`src/rtl/systolic_drain.sv`:
```
// ============================================================================
// systolic_drain : deskews N systolic-array column streams into aligned rows
// with per-column FIFOs, a single registered ready/valid output stage and a
// frame row counter. Optional macro: SYSTOLIC_DRAIN_RELU_EN (ReLU on load).
// Revision: 1.0
// ============================================================================
`default_nettype none

module systolic_drain #(
  parameter int WIDTH    = 16,
  parameter int FRAC_BIT = 10,
  parameter int N        = 4,
  parameter int DEPTH    = 4,
  parameter int ROWS     = 4
) (
  input  logic                 clk,
  input  logic                 rst_n,
  input  logic [N*WIDTH-1:0]   y_in,
  input  logic [N-1:0]         y_valid,
  output logic [N*WIDTH-1:0]   out_data,
  output logic                 out_valid,
  input  logic                 out_ready,
  output logic                 out_last,
  output logic                 overflow
);

  localparam int AW = (DEPTH > 1) ? $clog2(DEPTH) : 1;
  localparam int CW = (ROWS > 1) ? $clog2(ROWS) : 1;
  localparam logic [CW-1:0] LAST_ROW = CW'(ROWS - 1);

  // FRAC_BIT only describes the number format for the consumer.
  if (FRAC_BIT >= WIDTH || DEPTH < N) begin : g_cfg_out_of_range
  end

  logic [N-1:0]       col_empty;
  logic [N-1:0]       col_full;
  logic [N-1:0]       col_drop;
  logic [WIDTH-1:0]   col_head [N];
  logic               pop;
  logic [N*WIDTH-1:0] row_word;

  logic [N*WIDTH-1:0] out_data_q, out_data_d;
  logic               out_valid_q, out_valid_d;
  logic               out_last_q, out_last_d;
  logic               overflow_q, overflow_d;
  logic [CW-1:0]      row_q, row_d;

  // A row leaves only when every column has a word and the output slot frees.
  assign pop = (&(~col_empty)) && (!out_valid_q || out_ready);

  for (genvar k = 0; k < N; k++) begin : g_col
    logic [WIDTH-1:0] mem_q [DEPTH];
    logic [AW:0]      wr_q, wr_d;
    logic [AW:0]      rd_q, rd_d;
    logic             push;

    assign col_empty[k] = (wr_q == rd_q);
    assign col_full[k]  = (wr_q[AW] != rd_q[AW]) && (wr_q[AW-1:0] == rd_q[AW-1:0]);
    assign col_head[k]  = mem_q[rd_q[AW-1:0]];

    always_comb begin
      push        = y_valid[k] && (!col_full[k] || pop);
      col_drop[k] = y_valid[k] && col_full[k] && !pop;
      wr_d        = wr_q + {{AW{1'b0}}, push};
      rd_d        = rd_q + {{AW{1'b0}}, pop};
    end

    always_ff @(posedge clk or negedge rst_n) begin
      if (!rst_n) begin
        wr_q <= '0;
        rd_q <= '0;
      end else begin
        wr_q <= wr_d;
        rd_q <= rd_d;
      end
    end

    // Storage is not reset; the pointers alone define emptiness.
    always_ff @(posedge clk) begin
      if (push) begin
        mem_q[wr_q[AW-1:0]] <= y_in[k*WIDTH +: WIDTH];
      end
    end
  end

  always_comb begin
    logic [WIDTH-1:0] w;
    row_word = '0;
    for (int k = 0; k < N; k++) begin
      w = col_head[k];
`ifdef SYSTOLIC_DRAIN_RELU_EN
      if (w[WIDTH-1]) begin
        w = '0;
      end
`endif
      row_word[k*WIDTH +: WIDTH] = w;
    end
  end

  always_comb begin
    out_data_d  = out_data_q;
    out_valid_d = out_valid_q;
    out_last_d  = out_last_q;
    row_d       = row_q;
    overflow_d  = overflow_q | (|col_drop);
    // row_q indexes the next row to load; every loaded row is eventually transferred.
    if (pop) begin
      out_valid_d = 1'b1;
      out_data_d  = row_word;
      out_last_d  = (row_q == LAST_ROW);
      row_d       = (row_q == LAST_ROW) ? '0 : row_q + CW'(1);
    end else if (out_ready) begin
      out_valid_d = 1'b0;
    end
  end

  always_ff @(posedge clk or negedge rst_n) begin
    if (!rst_n) begin
      out_data_q  <= '0;
      out_valid_q <= 1'b0;
      out_last_q  <= 1'b0;
      overflow_q  <= 1'b0;
      row_q       <= '0;
    end else begin
      out_data_q  <= out_data_d;
      out_valid_q <= out_valid_d;
      out_last_q  <= out_last_d;
      overflow_q  <= overflow_d;
      row_q       <= row_d;
    end
  end

  assign out_data  = out_data_q;
  assign out_valid = out_valid_q;
  assign out_last  = out_last_q;
  assign overflow  = overflow_q;

endmodule

`default_nettype wire
```
`config.mk`:
```
export PLATFORM = sky130hd
export DESIGN_NAME = systolic_drain
export DESIGN_NICKNAME = d
export VERILOG_FILES = /design/src/rtl/systolic_drain.sv
export SDC_FILE = /design/constraint.sdc
export NUM_CORES = 1
export LEC_CHECK = 0
export CORE_MARGIN = 10
export CORE_UTILIZATION = 52
export DETAILED_ROUTE_END_ITERATION = 6
export PLACE_DENSITY_LB_ADDON = 0.08
export SYNTH_ARGS = -nofsm -noshare
export SYNTH_HDL_FRONTEND = slang
export SYNTH_SLANG_ARGS = --single-unit
```
`constraint.sdc`:
```
create_clock -name clk -period 8 [get_ports clk]
set_input_delay 1.6 -clock clk [delete_from_list [all_inputs] [get_ports clk]]
set_output_delay 1.6 -clock clk [all_outputs]
set_load 0.005 [all_outputs]
```
==> results.cfg, run 1 <==
[cells_and_area]
area_growth_pct = 22.5
antenna_cells = 0
drive_gt1_frac = 0.282
multi_input_area_um2 = 3080
final_nets = 850
regArea_um2 = 10000
fill_cells = 1733

[sta]
hold_ws_ns = 0.489
hold_viol_final = 0
final-setup-viol-count = 0
grt_setup_unrepaired = no
clock_skew_ns = 0.0170
post-route-period-util = 0.469
slew_headroom = 0.150
timing.final.crit_period_ns = 3.75
finalSetupTns_ns = 0
setup_slack_ns = 4.25
worst_pin_slew_ns = 1.27
fmax_mhz = 266
finalMaxSlewViolations = 0

[drt]
final_antenna_net_count = 0
viasPerCell = 5.44
dr.pass1.iters = 4
first_iter_violations = 304
vias = 6098
drc_errors = 0
wl_per_cell_um = 21.9
wl_um = 24500

[pwr]
power_mw = 6.80
pwr_density_cell_nw_per_um2 = 422
ir_worst_vdd_v = 0.000320
p_leak_nw = 5.70

[setup_path]
crit_top_cell = ha_1
path_max_fanout = 47
path_buf_inv = 2
cp_top_family = buffers and inverters
critPathArrivalTime_ns = 4.18
cpPeakStageDelay_ns = 0.68
critPathLaunch = out_ready
endpoint_kind = flip-flop
path_cells = clkdlybuf4s50_1 -> nand2b_1 -> and2_4 -> buf_4 -> ha_1 -> ha_1 -> xor2_1
critPathLaunchType = input port
rr_startpoint = g_col[3].rd_q[1]$_DFF_PN0_
r2r_setup_slack_ns = 4.28
crit_cells = 7
rr_worst_depth = 8
crit_type = input port to flip-flop
crit_required_ns = 8.43
crit_slowest_cell = buf_4
reg2reg_to = g_col[3].rd_q[2]$_DFF_PN0_
worstSetupEndpoint = g_col[3].rd_q[2]$_DFF_PN0_

[placed_design]
finalWeightedCongestion = 0.743
io_buffers = 137
hpwl_um = 15100
post-place-ws_ns = 3.69

[clock_tree]
cts_buffer_depth = 3
numCtsBuffers = 36
root_buffer = clkbuf_16
cts.repair.resized = 0
htree_levels = 2
clock_latency_ns = 0.51
cts_sinks = 349
clk_pin_slew_ns = 0.06
ctsHoldBuffers = 0
cts_setup_buffers = 0
cts_tree = built

[synth]
syn_nets = 680
yosys_warnings = 0
yosysUniqueCellTypes = 31
synthXorXnorAreaFrac = 0.0156
yosys.area_share.adder = 0.0162
synth-simple-area-share = 0.0183
postSynthCellCount = 592
synth.cell_area_um2 = 13200
ys_seq_elements = 349
muxShareOfSynthArea = 0.170
avgSynthCellArea_um2 = 22.2
synth_compound_area_frac = 0.00504
synth_top_family_by_area = multiplexers
ys_seq_area_frac = 0.760

[floorplanning]
initial_core_util = 0.526
core_area_um2 = 25000
chipWidth_um = 179
std_cell_rows = 58
io_pins = 138
dieArea_um2 = 32100
die_y_um = 179

[status]
status = completed

[global_routing]
grt_pass1_wl_um = 38700
first_global_vias = 6897
gr-total-overflow = 0
grt_max_degree = 56
antenna_found_initial = 1
grt.total_usage = 0.158

[flow_run]
max_cap_violations = 0

[hold_path]
hp-class = flip-flop to flip-flop
## state kept, by name, indices dropped and copies added (netlist names)
signal,count
out_valid,1
g_col.mem_q,256
g_col.wr_q,12
out_last,1
overflow,1
row_q,2
g_col.rd_q,12
out_data,64
## area by class of cell
type	instances	area share
Sequential cell	349	0.621
Inverter	2	0.000465
Timing Repair Buffer	156	0.0937
Clock inverter	12	0.00380
Tap cell	330	0.0256
Multi-Input combinational cell	217	0.191
Clock buffer	54	0.0651
## worst register-to-register path: stages (launching register included)
cell and delay (ns):
dfrtp_1 0.96, xor2_2 0.21, nor2_1 0.10, a2111oi_4 0.57, and2_4 0.51, buf_4 0.69, ha_1 0.30, ha_1 0.17
xor2_1 0.15
## power breakdown
part / internal, mW / switching (mW)
logic: 1.37 / 1.01
clock network: 0.909 / 0.642
registers: 2.55 / 0.317
total: 4.83 / 1.97
## cells by family (layout without fill, tap and decap cells)
group | Yosys count | count (layout)
flip-flops | 349 | 349
AND/OR/NAND/NOR | 42 | 42
AO/OA/AOI/OAI | 7 | 7
XOR/XNOR | 20 | 20
adder cells (fa/ha/maj) | 17 | 17
multiplexers | 131 | 131
buffers and inverters | 26 | 224
## cells in the final DEF (no fill, tap or decap)
cell type,netlist,routed
ha_1,17,17
a2111oi_4,1,1
and2_4,0,1
xnor2_1,1,1
clkdlybuf4s50_1,0,136
nor4_2,0,1
nor3_2,0,4
or3_1,1,1
nor3b_2,0,4
clkinv_1,0,5
clkbuf_16,0,37
inv_1,2,2
xor2_2,4,4
mux4_2,64,64
nand2_1,8,8
nand3_1,3,3
inv_6,0,2
a21oi_1,4,4
clkbuf_1,8,11
o2111a_1,1,1
nor4b_2,0,4
mux2_2,57,57
nor3_1,7,3
dfrtp_1,93,93
o21bai_1,1,1
nand2b_1,1,1
nor2b_1,3,3
clkinv_2,0,5
nor4bb_4,0,3
edfxtp_1,256,256
clkbuf_8,0,6
buf_4,9,20
xor2_1,15,15
nor2_1,6,6
mux2_4,10,10
## synth_stat cells (all sizes together)
library cell | count | area [µm²]
edfxtp | 256 | 7690
dfrtp | 93 | 2330
mux2 | 67 | 792
mux4 | 64 | 1440
xor2 | 19 | 196
ha | 17 | 213
buf | 16 | 158
clkbuf | 8 | 30.0
nand2 | 8 | 30.0
nor3 | 7 | 35.0
nor2 | 6 | 22.5
a21oi | 4 | 20.0
nor3b | 4 | 30.0
nor4b | 4 | 35.0
nand3 | 3 | 15.0
nor2b | 3 | 18.8
nor4bb | 3 | 30.0
inv | 2 | 7.51
a2111oi | 1 | 27.5
and2 | 1 | 6.26
nand2b | 1 | 6.26
nor4 | 1 | 6.26
o2111a | 1 | 11.3
o21bai | 1 | 7.51
or3 | 1 | 6.26
xnor2 | 1 | 8.76
## routing by layer
layer	vias to the layer above	routed length (µm)	track usage
met4	2	415	0.0441
met3	36	1330	0.0362
met5	-	12	0
met2	153	12700	0.273
met1	3192	10100	0.196
li1	2715	-	-
## worst min-delay path by stage
| stage | startpoint | endpoint | slack (ns) | cells after the start |
|---|---|---|---|---|
| after floorplan | g_col[0].wr_q[2]$_DFF_PN0_ | g_col[0].wr_q[2]$_DFF_PN0_ | 0.46 | 1 |
| after global placement | g_col[3].wr_q[2]$_DFF_PN0_ | g_col[3].wr_q[2]$_DFF_PN0_ | 0.48 | 1 |
| after detailed placement | g_col[0].rd_q[2]$_DFF_PN0_ | g_col[0].rd_q[2]$_DFF_PN0_ | 0.48 | 1 |
| after CTS | g_col[0].rd_q[2]$_DFF_PN0_ | g_col[0].rd_q[2]$_DFF_PN0_ | 0.49 | 1 |
| after global routing | g_col[1].rd_q[2]$_DFF_PN0_ | g_col[1].rd_q[2]$_DFF_PN0_ | 0.51 | 1 |
| final | g_col[0].rd_q[2]$_DFF_PN0_ | g_col[0].rd_q[2]$_DFF_PN0_ | 0.49 | 1 |
## per-stage QoR
step	utilization	cell area [µm²]	std cells
after floorplan	-	13200	592
after global placement	0.600	15000	1054
after detailed placement	0.600	15000	1054
after CTS	0.644	16100	1120
after global routing	0.644	16100	1120
final	0.644	16100	1120
Power figures use the tool's default switching activity.
==> run 2: changes to the inputs <==
Clock period 8 ns to 3.6 ns, I/O delays scaled along.
==> run 2 against run 1 <==
Sequential power increased by 120%. Die area unchanged. Non-clock buffer count grew 10. Total power grew 130%. Clock power is 130% higher. Clock-buffer cell count shrank 3. Register-to-register slack lost 3.4 ns. Critical path depth down 1. Flip-flop and latch count unchanged. Global-route usage down 0.31 points. Via count down 0.25%. Largest cell class unchanged.
==> results.cfg, run 2 (synthesized netlist as in run 1, its figures left out) <==
[global_routing]
first_global_vias = 6875
antenna_found_initial = 0
grt.total_usage = 0.155
top_usage_layer = met2
use_met3 = 0.0434
gr-total-overflow = 0
grt_max_degree = 94
grt_use_met2 = 0.263
grt_pass1_wl_um = 38400
use_met1 = 0.195

[sta]
finalSetupTns_ns = 0
grt_setup_unrepaired = no
timing.final.crit_period_ns = 2.69
hold_ws_ns = 0.262
final-setup-viol-count = 0
slew_headroom = 0.542
finalMaxSlewViolations = 0
setup_slack_ns = 0.908
post-route-period-util = 0.748
worst_pin_slew_ns = 0.687
hold_viol_final = 0
clock_skew_ns = 0.0138
fmax_mhz = 371

[setup_path]
crit_type = flip-flop to flip-flop
endpoint_kind = flip-flop
rr_worst_depth = 6
crit_slowest_cell = and2_4
reg2reg_to = out_data[11]$_DFFE_PN0N_
cpPeakStageDelay_ns = 0.58
path_cells = xor2_2 -> nor3_1 -> a2111oi_4 -> and2_4 -> buf_4 -> mux2_2
crit_required_ns = 3.98
rr_startpoint = g_col[2].wr_q[1]$_DFF_PN0_
r2r_setup_slack_ns = 0.91
critPathLaunchType = flip-flop
cp_top_family = simple AND/OR/NAND/NOR gates
critPathArrivalTime_ns = 3.07
path_buf_inv = 1
path_max_fanout = 28

[drt]
drc_errors = 0
wl_um = 24400
vias = 6083
final_antenna_net_count = 0
viasPerCell = 5.39
first_iter_violations = 286
dr.pass1.iters = 4
wl_per_cell_um = 21.6

[clock_tree]
root_buffer = clkbuf_16
numCtsBuffers = 36
cts_buffer_depth = 3
htree_levels = 2
cts_setup_buffers = 0
clock_latency_ns = 0.50
cts.repair.resized = 0
cts_tree = built
ctsHoldBuffers = 0
cts_sinks = 349
clk_pin_slew_ns = 0.06

[floorplanning]
core_area_um2 = 25000
chipWidth_um = 179
die_y_um = 179
io_pins = 138
initial_core_util = 0.526
std_cell_rows = 58
dieArea_um2 = 32100

[placed_design]
finalWeightedCongestion = 0.757
io_buffers = 137
post-place-ws_ns = 0.716
placed_cell_area_um2 = 15100
hpwl_um = 15300
dp_cells = 1064

[pwr]
p_leak_nw = 5.76
power_mw = 15.3
pwr_density_cell_nw_per_um2 = 944
ir_worst_vdd_v = 0.000520

[hold_path]
hp-class = input port to async pin

[cells_and_area]
fin_cells = 1128
area_growth_pct = 23.4
final_nets = 860
final_cell_mix = 256 x edfxtp_1, 136 x clkdlybuf4s50_1, 93 x dfrtp_1
drive_gt1_frac = 0.292
fin_util = 0.649
layout_commonest_cell = edfxtp_1
stdcell_area_um2 = 16300
antenna_cells = 0
largest_register_ffs = 256

[status]
status = completed

[flow_run]
max_cap_violations = 0
==> run 2: report_power, final <==
| group | internal, mW | switching, mW | total (mW) |
|---|---|---|---|
| combinational | 3.17 | 2.43 | 5.60 |
| sequential | 5.67 | 0.558 | 6.23 |
| clock | 2.11 | 1.40 | 3.51 |
| total | 11.0 | 4.39 | 15.3 |
==> run 2: layer usage <==
| layer | wire length (µm) | vias to the layer above |
|---|---|---|
| li1 | - | 2743 |
| met1 | 10200 | 3184 |
| met2 | 12300 | 136 |
| met3 | 1620 | 20 |
| met4 | 300 | 0 |
| met5 | 0 | - |
==> run 2: area by class of cell <==
type | instances | area (µm²)
Fill cell | 1717 | 8780
Multi-Input combinational cell | 217 | 3080
Sequential cell | 349 | 10000
Tap cell | 330 | 413
Clock inverter | 13 | 113
Timing Repair Buffer | 166 | 1610
Clock buffer | 51 | 1020
Inverter | 2 | 7.51
==> run 2: how the worst max path moves through the flow <==
stage / from / end / slack [ns] / depth (start not counted)
after floorplan: g_col[3].rd_q[1]$_DFF_PN0_ / g_col[2].mem_q[0][0]$_DFFE_PP_ / 0.004 / 6
after global placement: out_ready / out_data[14]$_DFFE_PN0N_ / 0.75 / 5
after detailed placement: out_ready / out_data[20]$_DFFE_PN0N_ / 0.72 / 5
after CTS: g_col[2].wr_q[1]$_DFF_PN0_ / out_data[20]$_DFFE_PN0N_ / 0.87 / 6
after global routing: g_col[2].rd_q[2]$_DFF_PN0_ / out_data[20]$_DFFE_PN0N_ / 0.71 / 6
final: g_col[2].wr_q[1]$_DFF_PN0_ / out_data[11]$_DFFE_PN0N_ / 0.91 / 6
==> run 3: changes to the inputs <==
Clock period 3.6 ns to 2.5 ns, I/O delays scaled along.
==> run 3 against run 2 <==
Die area is the same. Cell area grew 3.5%. Maximum frequency grew 11%. Sequential share of layout area shrank 2.1 points. Clock skew is essentially flat. Non-clock buffer count grew 24. Wire length grew 2.0%. Total power grew 52%. Cell count grew 2.5%. Register-to-register slack lost 0.84 ns. Critical path depth grew 3. Global-route usage grew 0.29 points. Critical path type unchanged. Highest routed layer unchanged.
==> results.cfg, run 3 (synthesized netlist as in run 1, its figures left out) <==
[status]
status = completed

[global_routing]
gr-total-overflow = 0
grt.total_usage = 0.158
grt_max_degree = 43
grt_pass1_wl_um = 39100
first_global_vias = 7162
antenna_found_initial = 0

[clock_tree]
htree_levels = 2
clk_pin_slew_ns = 0.06
ctsHoldBuffers = 0
cts_sinks = 349
root_buffer = clkbuf_16
cts_tree = built
clock_latency_ns = 0.52
cts_buffer_depth = 3
numCtsBuffers = 37

[pwr]
p_switching_mw = 6.71
ir_worst_vdd_v = 0.000810
pwr-share-clk = 0.227
pwr-share-seq = 0.379
power_switching_share = 0.287
power.internal_mw = 16.7
power_mw = 23.4
pwr-share-comb = 0.395
p_leak_nw = 6.01
pwr_density_cell_nw_per_um2 = 1390

[cells_and_area]
layout_commonest_cell = edfxtp_1
final_cell_mix = 256 x edfxtp_1, 136 x clkdlybuf4s50_1, 93 x dfrtp_1
area_growth_pct = 27.8
stdcell_area_um2 = 16800
drive_gt1_frac = 0.322
antenna_cells = 0
fin_util = 0.672
largest_register_ffs = 256
final_nets = 885

[flow_run]
max_cap_violations = 0

[placed_design]
io_buffers = 137
finalWeightedCongestion = 0.732
hpwl_um = 16000
placed_cell_area_um2 = 15500

[floorplanning]
chipWidth_um = 179
core_area_um2 = 25000
io_pins = 138
initial_core_util = 0.526
dieArea_um2 = 32100
std_cell_rows = 58
die_y_um = 179

[drt]
viasPerCell = 5.40
drc_errors = 0
wl_per_cell_um = 21.6
dr.pass1.iters = 4
first_iter_violations = 335
vias = 6247
final_antenna_net_count = 0
wl_um = 24900

[sta]
slew_headroom = 0.556
post-route-period-util = 0.974
hold_ws_ns = 0.0120
fmax_mhz = 411
final-setup-viol-count = 0
timing.final.crit_period_ns = 2.44
finalSetupTns_ns = 0
hold_viol_final = 0
finalMaxSlewViolations = 0
clock_skew_ns = 0.0139
grt_setup_unrepaired = yes
worst_pin_slew_ns = 0.666

[setup_path]
crit_type = flip-flop to flip-flop
endpoint_kind = flip-flop
critPathArrivalTime_ns = 2.66
path_max_fanout = 8
r2r_setup_slack_ns = 0.06
critPathLaunchType = flip-flop
crit_required_ns = 2.73

[hold_path]
hp-class = input port to async pin
[run 3: changes by cell type in the layout (fill, tap and decap cells not counted), sizes merged]
cell	before	now
inv	2	4
clkinv	10	8
clkbuf	51	57
buf	30	52
[run 3: worst paths after layout]
| path | startpoint | end | depth (start not counted) |
|---|---|---|---|
| min reg2reg | overflow$_DFF_PN0_ | overflow$_DFF_PN0_ | 1 |
| max in group asynchronous | rst_n | out_data[43]$_DFFE_PN0N_ | 2 |
| min in group clk | overflow$_DFF_PN0_ | overflow$_DFF_PN0_ | 1 |
| min | rst_n | out_data[12]$_DFFE_PN0N_ | 1 |
| max | g_col[0].wr_q[2]$_DFF_PN0_ | g_col[0].mem_q[1][2]$_DFFE_PP_ | 9 |
| max reg2reg | g_col[0].wr_q[2]$_DFF_PN0_ | g_col[0].mem_q[1][2]$_DFFE_PP_ | 9 |
[run 3: repair_timing]
action                                  in CTS  in global routing
gates resized for setup                      0                  9
setup buffers                                0                  5
endpoints found under the setup margin       0                145
[run 3: stage by stage]
stage | setup slack [ns] | std cells
after floorplan | -0.131 | 592
after global placement | 0.152 | 1081
after detailed placement | 0.113 | 1081
after CTS | 0.0930 | 1149
after global routing | -0.0330 | 1156
final | 0.0643 | 1156
[run 3: layout make-up]
cell class	instances	area [µm²]
inverters	2	7.51
well taps	330	413
clock buffers	55	1080
repair buffers	190	2040
flip-flops and latches	349	10000
clock inverters	13	123
fillers	1675	8210
multi-input cells	217	3160
[run 3: worst max-delay path, cell delays in order (launching register included)]
cell       delay (ns)
dfrtp_1          0.41
xor2_2           0.25
nor3_2           0.09
a2111oi_4        0.41
buf_4            0.20
a21oi_2          0.05
buf_6            0.14
nor4bb_4         0.26
buf_4            0.18
clkbuf_16        0.15
[run 3: power groups by stage]
stage          Sequential (mW)  Combinational, mW  Clock, mW
6_report                  8.86               9.23       5.30
5_1_grt                   9.04               9.99       5.69
4_1_cts                   8.88               9.16       5.44
3_5_place_dp              8.98               9.09          0
3_3_place_gp              8.87               8.84          0
2_1_floorplan             8.93               5.76          0
[run 3: layer usage]
layer | GRT usage | up-vias | part of all wire
met4 | 0.0461 | 0 | 0.015
met5 | 0 | - | 0
li1 | - | 2794 | -
met3 | 0.0360 | 35 | 0.054
met1 | 0.197 | 3294 | 0.41
met2 | 0.270 | 124 | 0.52
